===== config.mk =====
export PLATFORM = sky130hd
export DESIGN_NAME = id_scoreboard_flat
export DESIGN_NICKNAME = d
export VERILOG_FILES = /design/src/rtl/id_scoreboard_if.sv /design/src/rtl/id_scoreboard.sv /design/src/flat_wrapper.sv
export SDC_FILE = /design/constraint.sdc
export NUM_CORES = 1
export LEC_CHECK = 0
export BUFFER_PORTS_ARGS = -buffer_cell sky130_fd_sc_hd__buf_4
export CORE_ASPECT_RATIO = 0.75
export CORE_MARGIN = 2
export CORE_UTILIZATION = 30
export CTS_CLUSTER_DIAMETER = 60
export DETAILED_ROUTE_END_ITERATION = 6
export MAX_ROUTING_LAYER = met4
export PLACE_DENSITY = 0.57
export SETUP_SLACK_MARGIN = 0.5
export SLEW_MARGIN = 30
export SYNTH_ARGS = -nofsm -noshare
export SYNTH_HDL_FRONTEND = slang
export SYNTH_SLANG_ARGS = --single-unit

===== constraint.sdc =====
create_clock -name clk -period 4.45 [get_ports clk]
set_input_delay 0.6675 -clock clk [delete_from_list [all_inputs] [get_ports clk]]
set_output_delay 0.6675 -clock clk [all_outputs]
set_load 0.01 [all_outputs]

===== src/rtl/id_scoreboard_if.sv =====
// Handshake bundle between the ID stage and the load/MDU interlock scoreboard.
// The master drives the decoded-instruction fields; the slave (the scoreboard) returns the stall and issue status.
interface id_scoreboard_if #(
  parameter int REG_AW   = 5,
  parameter int NUM_REGS = 32
);
  logic                id_valid_i;
  logic                reg1_read_i;
  logic                reg2_read_i;
  logic [REG_AW-1:0]   reg1_addr_i;
  logic [REG_AW-1:0]   reg2_addr_i;
  logic                wreg_i;
  logic [REG_AW-1:0]   wd_i;
  logic                is_load_i;
  logic                is_mdu_i;
  logic                is_hilo_rd_i;
  logic                stall_i;
  logic                flush_i;
  logic                stall_req_o;
  logic                issue_o;
  logic                mdu_busy_o;
  logic [NUM_REGS-1:0] pending_o;

  modport master (
    output id_valid_i, reg1_read_i, reg2_read_i, reg1_addr_i, reg2_addr_i,
           wreg_i, wd_i, is_load_i, is_mdu_i, is_hilo_rd_i, stall_i, flush_i,
    input  stall_req_o, issue_o, mdu_busy_o, pending_o
  );

  modport slave (
    input  id_valid_i, reg1_read_i, reg2_read_i, reg1_addr_i, reg2_addr_i,
           wreg_i, wd_i, is_load_i, is_mdu_i, is_hilo_rd_i, stall_i, flush_i,
    output stall_req_o, issue_o, mdu_busy_o, pending_o
  );
endinterface


===== src/rtl/id_scoreboard.sv =====
// Decode-stage interlock: per-register load countdowns plus an MDU busy countdown.
// Raises a stall request when the instruction in ID needs a result forwarding cannot yet supply.
module id_scoreboard #(
  parameter int REG_AW   = 5,
  parameter int NUM_REGS = 32,
  parameter int LOAD_LAT = 1,
  parameter int MDU_LAT  = 4
) (
  input  logic          clk,
  input  logic          rst,
  id_scoreboard_if.slave sb
);
  localparam int LD_W  = $clog2(LOAD_LAT + 1);
  localparam int MDU_W = $clog2(MDU_LAT + 1);

  logic [NUM_REGS-1:0] w_pend;
  logic [MDU_W-1:0]    r_mdu_cnt;
  logic                w_raw1;
  logic                w_raw2;
  logic                w_mduh;
  logic                w_live;
  logic                w_stall_req;
  logic                w_issue;
  logic                w_ld_set;
  logic                w_mdu_set;

  // Register 0 is never tracked, so reads of it can never raise a hazard.
  assign w_pend[0] = 1'b0;

  for (genvar g = 1; g < NUM_REGS; g++) begin : gen_ld
    logic [LD_W-1:0] r_cnt;

    always_ff @(posedge clk) begin
      if (rst) begin
        r_cnt <= '0;
      end else if (!sb.stall_i) begin
        if (w_ld_set && (sb.wd_i == REG_AW'(g)))
          r_cnt <= LD_W'(LOAD_LAT);
        else if (r_cnt != '0)
          r_cnt <= r_cnt - LD_W'(1);
      end
    end

    assign w_pend[g] = (r_cnt != '0);
  end

  always_ff @(posedge clk) begin
    if (rst) begin
      r_mdu_cnt <= '0;
    end else if (!sb.stall_i) begin
      if (w_mdu_set)
        r_mdu_cnt <= MDU_W'(MDU_LAT);
      else if (r_mdu_cnt != '0)
        r_mdu_cnt <= r_mdu_cnt - MDU_W'(1);
    end
  end

  assign w_raw1      = sb.reg1_read_i & w_pend[sb.reg1_addr_i];
  assign w_raw2      = sb.reg2_read_i & w_pend[sb.reg2_addr_i];
  assign w_mduh      = (sb.is_mdu_i | sb.is_hilo_rd_i) & (r_mdu_cnt != '0);
  assign w_live      = ~rst & sb.id_valid_i & ~sb.flush_i;
  assign w_stall_req = w_live & (w_raw1 | w_raw2 | w_mduh);
  assign w_issue     = w_live & ~sb.stall_i & ~w_stall_req;

  // Only issued instructions arm counters; a flushed or stalled load leaves no trace.
  assign w_ld_set  = w_issue & sb.is_load_i & sb.wreg_i & (sb.wd_i != '0);
  assign w_mdu_set = w_issue & sb.is_mdu_i;

  assign sb.stall_req_o = w_stall_req;
  assign sb.issue_o     = w_issue;
  assign sb.mdu_busy_o  = ~rst & (r_mdu_cnt != '0);
  assign sb.pending_o   = rst ? '0 : w_pend;
endmodule


===== src/flat_wrapper.sv =====
// flat-port wrapper written by rule: the top's interface ports become plain ports
module id_scoreboard_flat 
#(
  parameter int REG_AW   = 5,
  parameter int NUM_REGS = 32,
  parameter int LOAD_LAT = 1,
  parameter int MDU_LAT  = 4
)
  (clk, rst, sb_id_valid_i, sb_reg1_read_i, sb_reg2_read_i, sb_reg1_addr_i, sb_reg2_addr_i, sb_wreg_i, sb_wd_i, sb_is_load_i, sb_is_mdu_i, sb_is_hilo_rd_i, sb_stall_i, sb_flush_i, sb_stall_req_o, sb_issue_o, sb_mdu_busy_o, sb_pending_o);
  id_scoreboard_if #(.REG_AW(REG_AW), .NUM_REGS(NUM_REGS)) sb_i ();
  input  logic clk;
  input  logic rst;
  input wire logic [$bits(sb_i.id_valid_i)-1:0] sb_id_valid_i;
  input wire logic [$bits(sb_i.reg1_read_i)-1:0] sb_reg1_read_i;
  input wire logic [$bits(sb_i.reg2_read_i)-1:0] sb_reg2_read_i;
  input wire logic [$bits(sb_i.reg1_addr_i)-1:0] sb_reg1_addr_i;
  input wire logic [$bits(sb_i.reg2_addr_i)-1:0] sb_reg2_addr_i;
  input wire logic [$bits(sb_i.wreg_i)-1:0] sb_wreg_i;
  input wire logic [$bits(sb_i.wd_i)-1:0] sb_wd_i;
  input wire logic [$bits(sb_i.is_load_i)-1:0] sb_is_load_i;
  input wire logic [$bits(sb_i.is_mdu_i)-1:0] sb_is_mdu_i;
  input wire logic [$bits(sb_i.is_hilo_rd_i)-1:0] sb_is_hilo_rd_i;
  input wire logic [$bits(sb_i.stall_i)-1:0] sb_stall_i;
  input wire logic [$bits(sb_i.flush_i)-1:0] sb_flush_i;
  output wire logic [$bits(sb_i.stall_req_o)-1:0] sb_stall_req_o;
  output wire logic [$bits(sb_i.issue_o)-1:0] sb_issue_o;
  output wire logic [$bits(sb_i.mdu_busy_o)-1:0] sb_mdu_busy_o;
  output wire logic [$bits(sb_i.pending_o)-1:0] sb_pending_o;
  assign sb_i.id_valid_i = sb_id_valid_i;
  assign sb_i.reg1_read_i = sb_reg1_read_i;
  assign sb_i.reg2_read_i = sb_reg2_read_i;
  assign sb_i.reg1_addr_i = sb_reg1_addr_i;
  assign sb_i.reg2_addr_i = sb_reg2_addr_i;
  assign sb_i.wreg_i = sb_wreg_i;
  assign sb_i.wd_i = sb_wd_i;
  assign sb_i.is_load_i = sb_is_load_i;
  assign sb_i.is_mdu_i = sb_is_mdu_i;
  assign sb_i.is_hilo_rd_i = sb_is_hilo_rd_i;
  assign sb_i.stall_i = sb_stall_i;
  assign sb_i.flush_i = sb_flush_i;
  assign sb_stall_req_o = sb_i.stall_req_o;
  assign sb_issue_o = sb_i.issue_o;
  assign sb_mdu_busy_o = sb_i.mdu_busy_o;
  assign sb_pending_o = sb_i.pending_o;
  id_scoreboard #(.REG_AW(REG_AW), .NUM_REGS(NUM_REGS), .LOAD_LAT(LOAD_LAT), .MDU_LAT(MDU_LAT)) u_core (.clk(clk), .rst(rst), .sb(sb_i));
endmodule

Word level (Yosys, flattened, before mapping)
Index checks and enable logic that the tools add are counted.

operators by class
  magnitude comparators = 2
  reductions and logical operators = 35
  add/subtract/negate cells = 32
  equality and inequality tests = 31
  multiplexer cells = 69
  bitwise logic cells = 20

operators by type and width
  operator             number
  $eq 5x5->1 const B   16
  $mux 1               64
  $eq 5x4->1 const B   8
  $mux 32              1
  $logic_and 1x1->1    31
  $sub 1x1->1 const B  31
  $eq 5x3->1 const B   4
  $and 1x1->1          13
  $lt 5x6->1 const B   2
  $bmux 1 s5           2
  $eq 5x2->1 const B   2
  $mux 3               2
  $eq 5x1->1 const B   1
  $reduce_bool 5->1    1
  $not 1->1            4
  $or 1x1->1           3
  $reduce_bool 3->1    1
  $sub 3x1->3 const B  1
  $reduce_and 2->1     1
  $reduce_bool 2->1    1

word-level totals
  word-level logic and storage cells = 221
  output and inout port bits = 35
  register bits = 34
  input port bits = 26

Longest topological paths before layout
Gate-level depths: netlist of run 1.

  depth after elaboration = 13
  depth in mapped cells = 9
  depth with buffers taken out = 7

Worst setup path after synthesis of run 1
Ideal clock, no wire load.

  kind = in2out
  from = input sb_reg1_addr_i[1]
  to = output sb_issue_o
  cell stages on the path = 9
  slack = 1.050 ns
  path buffers = 3
  required time = 3.783 ns
  arrival time = 2.733 ns
  cell sequence = buf_6 mux4_1 mux4_2 or2_4 o211ai_4 and2_4 buf_8 buf_12 and3_1

on the way
  longest elaborated chain between the ends = 8

RTL lines
  element                       RTL line             text
  from (decl)                   flat_wrapper.sv:16   input wire logic [$bits(sb_i.reg1_addr_i)-1:0] sb_reg1_addr_i;
  $bmux 1 s5                    id_scoreboard.sv:58  assign w_raw1 = sb.reg1_read_i & w_pend[sb.reg1_addr_i];
  $mux 1 (implied by the code)  id_scoreboard.sv:58
  $and 1x1->1                   id_scoreboard.sv:58
  $or 1x1->1 (2 in a row)       id_scoreboard.sv:62  assign w_stall_req = w_live & (w_raw1 | w_raw2 | w_mduh);
  $and 1x1->1                   id_scoreboard.sv:62
  $not 1->1                     id_scoreboard.sv:63  assign w_issue = w_live & ~sb.stall_i & ~w_stall_req;
  $and 1x1->1                   id_scoreboard.sv:63
  to (decl)                     flat_wrapper.sv:26   output wire logic [$bits(sb_i.issue_o)-1:0] sb_issue_o;

No other way between the ends. The select of a mux whose other input is x is not followed.

Worst setup path after layout of run 1
Ends and elaborated chain as after synthesis.

==> out/results.tsv, run 1 <==
stage	metric	value	unit
cts	Clock Pin Slew Worst Setup and Hold Paths	0.07	ns
worst_setup_path	Top delay family on crit path	multiplexers	
sta	Setup Skew	0.00328	ns
synthesis	Syn Area/Cell	9.61	µm²
pwr	Lkg Pwr	1.09	nW
floorplanning	DIE AREA	7840	µm²
grt	layer with the highest usage	met1	
sta	Pins Over Slew Limit	0	
synthesis	post-synth net total	251	
synthesis	EDFF count, synth	0	
sta	slew margin rel.	64.2	%
synthesis	synth warn	0	
sta	fin crit period	3.55	ns
cts	clk_lat worst skew	0.29	ns
floorplanning	Die Span X	102	µm
worst_setup_path	critical path type	primary input to primary output	
sta	part of the cycle the worst path needs	79.7	%
cts	root buf cell	clkbuf_8	
worst_setup_path	r2r setup slk	2.08	ns
synthesis	sequential share of the synthesized area	31.8	%
grt	vias in the first global route	1838	
place	DPL Wire Length	4.71	mm
min_path	hold path endpoint	u_core.gen_ld[17].r_cnt$_SDFFE_PP0N_	
final_layout	design area	2730	µm²
synthesis	Yosys cell types	42	
routing	Remaining DRCs	0	
outcome	status	complete, no violations	
grt	GR Util met2	23.3	%
sta	final setup fails	0	
grt	initial antenna violation count	0	
worst_setup_path	CP cell instances	buf_4 > mux4_1 > mux4_2 > or2_4 > o211ai_4 > and2_4 > and3_1 > buf_4	
final_layout	layout cell share with drive strength beyond 1	30.9	%
place	GPL Wtd Cong	0.818	
worst_setup_path	slowest CP cell	mux4_1	
routing	drt initial violations	146	
worst_setup_path	type of origin of the critical path	primary input	
worst_setup_path	CP max FO	18	
pwr	Worst IR Drop VDD	0.000118	V
place	area of placed instances	2620	µm²
cts	clock buffer count from CTS	5	
routing	drt via density	5.16	
synthesis	most common library cells after synthesis	34 x dfxtp_1, 34 x nor2b_1, 25 x nand2_1	
worst_setup_path	Critical Path End Type	primary output	
grt	GR Util met1	23.6	%
grt	GR Overflow Total	0	
min_path	type of the most critical hold path	flip-flop to flip-flop	
routing	vias	1923	
sta	final worst slack	0.903	ns
final_layout	Finished Core Util	39.8	%
cts	number of hold buffers added after cts	0	
sta	Fmax	0.282	GHz
synthesis	Yosys top cell area share	31.8	%
min_path	Hold Crit Depth	2	
grt	first-pass GRT wire length	9.65	mm
routing	DRT antenna net count	0	
worst_setup_path	worst r2r src	u_core.gen_ld[27].r_cnt$_SDFFE_PP0N_	
final_layout	NumNets Final	303	
floorplanning	Core Box Area	6860	µm²
routing	router iterations before antenna repair	4	
final_layout	Area Overhead vs Synth	27.6	%
cts	post-CTS setup buffers	0	
worst_setup_path	CP most frequent cell	buf_4	
worst_setup_path	Worst Path Buf+Inv	2	
sta	final-report hold violation count	0	
cts	PostCTS Resize Cnt	0	
grt	GRT Total Usage	16.7	%
routing	drt total wl	6.07	mm
floorplanning	Die Ht	77.2	µm
place	Port Buf Inserts	59	
cts	CTS tree	yes	
synthesis	Top FF cell, synth	dfxtp_1	
floorplanning	IO Count	61	
floorplanning	row count	26	
grt	largest net degree at the start of global routing	38	
sta	Setup Total Neg Slack	0	ns
worst_setup_path	CP max stage delay	0.58	ns
synthesis	register bit count reported by yosys	34	
grt	M3 GR Usage	3.74	%
synthesis	dominant cells by area after synthesis	dfxtp_1 32%, mux4_2 12%, nor2b_1 9.9%	
synthesis	Netlist Area Pre-Place	2140	µm²
place	worst slack, placed	0.897	ns
sta	Worst-Margin Slew	0.532	ns
flow_run	maxcap violations	0	
floorplanning	Starting Density	31.2	%
worst_setup_path	Worst Reg-to-Reg Cells	6	
synthesis	synthesized instance count	223	
cts	CTS Sinks	34	
worst_setup_path	crit path DAT	2.88	ns
min_path	Min-Delay Startpoint	u_core.gen_ld[17].r_cnt$_SDFFE_PP0N_	
worst_setup_path	r2r endpoint	u_core.gen_ld[21].r_cnt$_SDFFE_PP0N_	
worst_setup_path	CP Data Required Time	3.78	ns
synthesis	Yosys top cell by area	dfxtp_1	
sta	unrepaired setup endpoints after global routing	no	
final_layout	diode count	0	
cts	H-tree levels	2	
synthesis	async set-or-reset flop fraction in the synthesized netlist	0	%
cts	Longest Clk Path Bufs	2	
pwr	Pwr Density	298	nW/µm²
routing	drt wl/cell	16.3	µm
-- registers in the layout, indices dropped and copies added, names as in the netlist --
name / flops
u_core.gen_ld.r_cnt: 31
u_core.r_mdu_cnt: 3
-- how the worst max path moves through the flow --
stage,cells after the start,start,endpoint
3_3_place_gp,8,sb_reg1_addr_i[1],sb_issue_o
6_report,8,sb_reg1_addr_i[1],sb_issue_o
5_1_grt,8,sb_reg1_addr_i[1],sb_issue_o
2_1_floorplan,9,sb_reg1_addr_i[1],sb_issue_o
3_5_place_dp,8,sb_reg1_addr_i[1],sb_issue_o
4_1_cts,8,sb_reg1_addr_i[1],sb_issue_o
-- cells by family (layout without fill, tap and decap cells) --
kind of cell | after synthesis | in the layout | synth area share (%)
simple gates | 98 | 98 | 24.8
compound gates | 44 | 44 | 16.2
flops | 34 | 34 | 31.8
mux | 23 | 23 | 20.3
buf+inv | 21 | 73 | 5.61
fa+ha+maj | 2 | 2 | 1.17
other cells | 1 | 1 | 0.175
-- where the power goes --
part	internal [W]	total, W	switching (W)
sequential	0.000317	0.000322	0.00000500
combinational	0.0000872	0.000200	0.000113
clock	0.000179	0.000293	0.000113
-- cells in the final DEF, fill, tap and decap left out, types with 2 or more instances in the layout --
cell / netlist / final
inv_1: 5 / 5
nand3_1: 4 / 4
mux2i_1: 7 / 7
nor2b_1: 34 / 34
clkbuf_8: 0 / 6
a311o_1: 2 / 2
o21ai_0: 12 / 12
and2_1: 2 / 2
mux4_1: 4 / 4
a32o_1: 16 / 16
dfxtp_1: 34 / 34
nor3b_1: 2 / 2
a2111oi_0: 2 / 2
or2_2: 2 / 2
nand2_1: 25 / 25
nand4_1: 2 / 2
ha_1: 2 / 2
buf_4: 1 / 61
a31oi_1: 2 / 2
a21oi_1: 4 / 4
mux4_2: 11 / 11
and3_1: 2 / 2
nor2_1: 8 / 8
nor3_1: 5 / 5
or3_1: 2 / 2
o31ai_1: 2 / 2
nand2b_1: 5 / 5
-- final cells by class --
type / instances / area, µm²
fillers: 720 / 4130
multi-input cells: 168 / 1340
flip-flops and latches: 34 / 681
repair buffers: 61 / 458
well taps: 98 / 123
clock buffers: 6 / 82.6
clock inverters: 1 / 30.0
inverters: 5 / 18.8
-- routing by layer --
| layer | vias up | wire length (µm) |
|---|---|---|
| met5 | - | 0 |
| met4 | 0 | 53 |
| li1 | 937 | - |
| met1 | 918 | 2840 |
| met2 | 64 | 2680 |
| met3 | 4 | 495 |
-- per-stage QoR --
stage / power (W) / std cells / hold WS, ns
6_report: 0.000815 / 373 / 0.486
3_5_place_dp: 0.000528 / 366 / 0.476
5_1_grt: 0.000864 / 373 / 0.530
3_3_place_gp: 0.000525 / 366 / 0.477
4_1_cts: 0.000820 / 373 / 0.485
2_1_floorplan: 0.000473 / 223 / 0.440
-- tightest hold or removal path: cells and delay by family (launching register included) --
kind | cells | cell delay, ns
AO/OA/AOI/OAI | 1 | 0.05
flip-flops | 1 | 0.33
AND/OR/NAND/NOR | 1 | 0.06
No activity file was read; power rests on OpenSTA's default activity.
==> inputs of run 2 (changes only) <==
==> constraint.sdc (replaced) <==
create_clock -name clk -period 3.7 [get_ports clk]
set_input_delay 0.555 -clock clk [delete_from_list [all_inputs] [get_ports clk]]
set_output_delay 0.555 -clock clk [all_outputs]
set_load 0.01 [all_outputs]
==> run 2 against run 1 <==
Worst hold slack better by 0.0017 ns. Non-clock buffer count is 6 higher. Die area stayed put. Final cell count is 1.9% higher.
==> out/results.tsv, run 2 (same netlist as run 1, synthesis figures left out) <==
stage	metric	value	unit	change
sta	Worst-Margin Slew	0.527	ns	-0.00512 ns
routing	drt via density	5.19		+0.66%
routing	DRT antenna net count	0		unchanged
sta	final-report hold violation count	0		unchanged
routing	Remaining DRCs	0		unchanged
sta	Setup Skew	0.00612	ns	+0.00284 ns
worst_setup_path	CP Data Required Time	3.14	ns	-0.64 ns
floorplanning	IO Count	61		unchanged
sta	Fmax	0.322	GHz	
sta	final setup fails	0		unchanged
worst_setup_path	type of origin of the critical path	primary input		
routing	drt initial violations	125		-14%
worst_setup_path	Critical Path End Type	primary output		
grt	GRT Total Usage	16.5	%	-0.15 points
floorplanning	Die Ht	77.2	µm	unchanged
sta	unrepaired setup endpoints after global routing	no		
sta	part of the cycle the worst path needs	84.1	%	
sta	slew margin rel.	64.6	%	+0.34 points
worst_setup_path	slowest CP cell	mux4_1		
pwr	Pwr Density	375	nW/µm²	+26%
cts	root buf cell	clkbuf_8		
grt	GR Overflow Total	0		unchanged
cts	CTS tree	yes		
final_layout	commonest non-fill, non-tap cell in the layout	buf_4		
cts	Clock Pin Slew Worst Setup and Hold Paths	0.07	ns	about the same
sta	Pins Over Slew Limit	0		unchanged
grt	largest net degree at the start of global routing	38		unchanged
floorplanning	Core Box Area	6860	µm²	unchanged
sta	Setup Total Neg Slack	0	ns	unchanged
place	GPL Wtd Cong	0.780		-4.6%
pwr	Pwr Total	0.00105	W	+29%
min_path	type of the most critical hold path	flip-flop to flip-flop		
floorplanning	Starting Density	31.2	%	unchanged
grt	M3 GR Usage	3.83	%	+0.091 points
final_layout	Area Overhead vs Synth	30.9	%	
final_layout	NumNets Final	309		+2.0%
routing	drt wl/cell	16.1	µm	-0.94%
worst_setup_path	CP max stage delay	0.55	ns	-0.03 ns
final_layout	design area	2800	µm²	+2.6%
pwr	Lkg Pwr	1.12	nW	+2.9%
place	Port Buf Inserts	59		unchanged
flow_run	maxcap violations	0		unchanged
grt	layer with the highest usage	met2		
routing	vias	1972		+2.5%
grt	first-pass GRT wire length	9.65	mm	about the same
final_layout	commonest cells after routing, fill and taps aside	66 x buf_4, 34 x nor2b_1, 34 x dfxtp_1		
grt	initial antenna violation count	0		unchanged
routing	drt total wl	6.13	mm	+0.92%
sta	fin crit period	3.11	ns	
final_layout	fillers	699		-2.9%
final_layout	biggest regs	u_core.gen_ld.r_cnt: 31 flops, u_core.r_mdu_cnt: 3 flops		
floorplanning	row count	26		unchanged
grt	GR Util met1	23.4	%	-0.20 points
floorplanning	DIE AREA	7840	µm²	unchanged
final_layout	layout cell share with drive strength beyond 1	33.0	%	+2.1 points
cts	clk_lat worst skew	0.29	ns	about the same
pwr	Worst IR Drop VDD	0.000173	V	+47%
final_layout	diode count	0		unchanged
cts	CTS Sinks	34		unchanged
cts	H-tree levels	2		unchanged
cts	Longest Clk Path Bufs	2		unchanged
grt	GR Util met2	23.5	%	+0.20 points
place	area of placed instances	2620	µm²	unchanged
place	DPL Wire Length	4.77	mm	+1.2%
final_layout	max reg flops	31		unchanged
floorplanning	Die Span X	102	µm	unchanged
worst_setup_path	CP cell instances	buf_6 > mux4_1 > mux4_2 > or2_4 > o211ai_4 > and2_4 > and3_1 > buf_4		
cts	clock buffer count from CTS	5		unchanged
outcome	status	complete, no violations		
final_layout	most flop-heavy register	u_core.gen_ld.r_cnt		
routing	router iterations before antenna repair	4		unchanged
worst_setup_path	crit path DAT	2.56	ns	-0.32 ns
grt	vias in the first global route	1761		-4.2%
worst_setup_path	CP max FO	9		-9
worst_setup_path	critical path type	primary input to primary output		
run 2: changes by cell type in the layout (fill, tap and decap cells not counted), sizes merged:
cell,before,now
clkinv,0,1
bufinv,1,2
clkbuf,6,5
buf,61,67
run 2: layer usage:
metal / vias to the layer above / part of all wire [%]
met1: 961 / 48
li1: 945 / -
met5: - / 0
met2: 61 / 44
met3: 5 / 6.4
met4: 0 / 0.88
run 2: final cells by class:
cell class | instances | area [µm²] | share of cell area [%]
clock buffer | 5 | 68.8 | 2.45
tap | 98 | 123 | 4.37
clock inverter | 3 | 68.8 | 2.45
timing repair buffer | 67 | 507 | 18.1
inverter | 5 | 18.8 | 0.669
sequential | 34 | 681 | 24.3
multi-input combinational | 168 | 1340 | 47.7
run 2: worst paths after layout:
path | from | to | slack, ns | cells after the start
max | sb_reg1_addr_i[1] | sb_issue_o | 0.59 | 8
min | u_core.gen_ld[9].r_cnt$_SDFFE_PP0N_ | u_core.gen_ld[9].r_cnt$_SDFFE_PP0N_ | 0.49 | 2
max reg2reg | u_core.gen_ld[27].r_cnt$_SDFFE_PP0N_ | u_core.gen_ld[21].r_cnt$_SDFFE_PP0N_ | 1.23 | 8
min reg2reg | u_core.gen_ld[9].r_cnt$_SDFFE_PP0N_ | u_core.gen_ld[9].r_cnt$_SDFFE_PP0N_ | 0.49 | 2
run 2: report_power, final:
part           internal [W]  switching (W)  leakage, nW
combinational      0.000110       0.000138        0.775
clock              0.000270       0.000146       0.0683
sequential         0.000381     0.00000578        0.274
run 2: repair_timing:
item,in CTS,in global routing
endpoints found under the setup margin,2,2
buffers inserted,1,5
resized for setup,1,1
hold buffers,0,0
pin swaps,1,2
run 2: per-stage QoR:
stage / setup slack (ns) / instances / hold slack (ns) / utilization [%]
detailed placement: 0.350 / 366 / 0.478 / 38.2
global route: 0.493 / 380 / 0.511 / 40.8
floorplan: 0.525 / 223 / 0.440 / -
CTS: 0.506 / 375 / 0.488 / 40.2
global placement: 0.402 / 366 / 0.476 / 38.2
finish: 0.590 / 380 / 0.488 / 40.8
run 2: worst max-delay path: cells and delay by family:
family,cells,cell delay [ns]
mux,2,1.03
simple gates,3,0.62
buf+inv,2,0.24
compound gates,1,0.11
==> inputs of run 3 (changes only) <==
==> constraint.sdc (replaced) <==
create_clock -name clk -period 3 [get_ports clk]
set_input_delay 0.45 -clock clk [delete_from_list [all_inputs] [get_ports clk]]
set_output_delay 0.45 -clock clk [all_outputs]
set_load 0.01 [all_outputs]
==> run 3 against run 2 <==
Via count shrank 0.41%. Register-to-register slack lost 0.65 ns. Non-clock buffer count is the same. Cell area grew 0.27%. Wire length grew 2.2%. Worst hold slack lost 0.039 ns. Global-route usage grew 0.44 points. Die area is the same. Clock skew grew 0.0041 ns. Core utilization grew 0.11 points. Final cell count is the same. Sequential share of layout area grew 0.34 points.
==> out/results.tsv, run 3 (same netlist as run 1, synthesis figures left out) <==
stage	metric	value	unit	change
final_layout	layout cell share with drive strength beyond 1	36.5	%	+3.5 points
cts	Longest Clk Path Bufs	2		unchanged
final_layout	area taken by multi-input logic gates	1330	µm²	-0.28%
final_layout	biggest regs	u_core.gen_ld.r_cnt: 31 flops, u_core.r_mdu_cnt: 3 flops		
place	area of placed instances	2640	µm²	+0.57%
sta	Fmax	0.353	GHz	
sta	fin crit period	2.84	ns	
sta	slew margin rel.	62.2	%	-2.4 points
cts	CTS Sinks	34		unchanged
final_layout	fillers	704		+0.72%
sta	final-report hold violation count	0		unchanged
final_layout	commonest cells after routing, fill and taps aside	66 x buf_4, 33 x nor2b_1, 29 x dfxtp_1		
sta	part of the cycle the worst path needs	94.5	%	
sta	final setup fails	0		unchanged
floorplanning	Core Box Area	6860	µm²	unchanged
worst_setup_path	CP Data Required Time	2.55	ns	-0.59 ns
pwr	Lkg Pwr	1.10	nW	-1.5%
floorplanning	Starting Density	31.2	%	unchanged
routing	drt via density	5.17		-0.41%
floorplanning	DIE AREA	7840	µm²	unchanged
grt	largest net degree at the start of global routing	37		-2.6%
pwr	Pwr Density	463	nW/µm²	+23%
pwr	Pwr Total	0.00130	W	+24%
cts	root buf cell	clkbuf_8		
cts	H-tree levels	2		unchanged
sta	Worst-Margin Slew	0.562	ns	+0.0352 ns
worst_setup_path	crit path DAT	2.39	ns	-0.17 ns
worst_setup_path	critical path type	flip-flop to primary output		
final_layout	most flop-heavy register	u_core.gen_ld.r_cnt		
cts	number of hold buffers added after cts	0		unchanged
place	GPL Wtd Cong	0.875		+12%
grt	GR Overflow Total	0		unchanged
routing	Remaining DRCs	0		unchanged
sta	Setup Skew	0.0102	ns	+0.00406 ns
place	Port Buf Inserts	59		unchanged
grt	GRT Total Usage	16.9	%	+0.44 points
cts	clk_lat worst skew	0.30	ns	about the same
floorplanning	Die Span X	102	µm	unchanged
sta	Pins Over Slew Limit	0		unchanged
grt	vias in the first global route	1864		+5.8%
flow_run	maxcap violations	0		unchanged
routing	router iterations before antenna repair	4		unchanged
final_layout	design area	2810	µm²	+0.27%
sta	unrepaired setup endpoints after global routing	yes		
sta	Setup Total Neg Slack	0	ns	unchanged
worst_setup_path	Critical Path End Type	primary output		
floorplanning	row count	26		unchanged
outcome	status	complete, no violations		
routing	drt total wl	6.26	mm	+2.2%
grt	initial antenna violation count	0		unchanged
grt	first-pass GRT wire length	9.83	mm	+1.8%
pwr	Worst IR Drop VDD	0.000221	V	+28%
routing	DRT antenna net count	0		unchanged
routing	drt initial violations	104		-17%
worst_setup_path	CP max FO	4		-5
worst_setup_path	type of origin of the critical path	flip-flop		
final_layout	post-route insts no fill	380		unchanged
final_layout	commonest non-fill, non-tap cell in the layout	buf_4		
cts	Clock Pin Slew Worst Setup and Hold Paths	0.08	ns	about the same
final_layout	Area Overhead vs Synth	31.3	%	
final_layout	max reg flops	31		unchanged
final_layout	diode count	0		unchanged
final_layout	NumNets Final	309		unchanged
place	DPL Wire Length	4.77	mm	+0.17%
min_path	type of the most critical hold path	primary input to flip-flop		
sta	worst hold slack	0.449	ns	-0.0386 ns
floorplanning	IO Count	61		unchanged
cts	CTS tree	yes		
floorplanning	Die Ht	77.2	µm	unchanged
cts	clock buffer count from CTS	5		unchanged
final_layout	FF/Latch Area	692	µm²	+1.7%
routing	vias	1964		-0.41%
place	Placed Instances	369		+0.82%
routing	drt wl/cell	16.5	µm	+2.2%
## run 3: per-stage QoR
step	setup WS (ns)	utilization (%)
finish	0.164	41.0
detailed placement	0.119	38.4
global placement	0.158	38.4
floorplan	0.125	-
global route	0.114	41.0
CTS	0.163	41.0
## run 3: repair_timing
action / in CTS / in global routing
gates resized for setup: 8 / 1
setup endpoints to repair: 2 / 5
setup buffers: 3 / 0
endpoints found under the hold margin: 0 / 0
## run 3: cell type report
type | count | share of cell area, %
inverters | 5 | 0.668
multi-input cells | 168 | 47.4
well taps | 98 | 4.36
clock inverters | 3 | 2.45
clock buffers | 5 | 2.45
flip-flops and latches | 34 | 24.6
repair buffers | 67 | 18.0
## run 3: critical path, stage by stage (launching register included)
cell,delay [ns]
dfxtp_1,0.36
mux4_2,0.47
mux4_2,0.47
or2_4,0.25
o211ai_4,0.07
and2_4,0.19
and3_4,0.17
buf_4,0.11
## run 3: final timing paths
| path | cells after the start | slack, ns | endpoint | startpoint |
|---|---|---|---|---|
| hold / removal | 2 | 0.45 | u_core.gen_ld[17].r_cnt$_SDFFE_PP0N_ | sb_wd_i[3] |
| setup reg to reg | 8 | 0.58 | u_core.gen_ld[17].r_cnt$_SDFFE_PP0N_ | u_core.gen_ld[30].r_cnt$_SDFFE_PP0N_ |
| hold reg to reg | 2 | 0.48 | u_core.gen_ld[9].r_cnt$_SDFFE_PP0N_ | u_core.gen_ld[9].r_cnt$_SDFFE_PP0N_ |
| setup / recovery | 7 | 0.16 | sb_issue_o | u_core.gen_ld[30].r_cnt$_SDFFE_PP0N_ |
## run 3: metal layers
layer  up-vias  part of all wire (%)  track usage, %
li1        943                     -               -
met1       924                    48            24.2
met4         0                   1.2            4.86
met3         8                   8.0            3.56
met2        89                    43            24.1
met5         -                     0               -
## run 3: where the power goes
group / internal, W / switching [W] / total, W
Sequential: 0.000469 / 0.00000821 / 0.000477
Combinational: 0.000135 / 0.000170 / 0.000305
Clock: 0.000333 / 0.000187 / 0.000520
Total: 0.000936 / 0.000365 / 0.00130
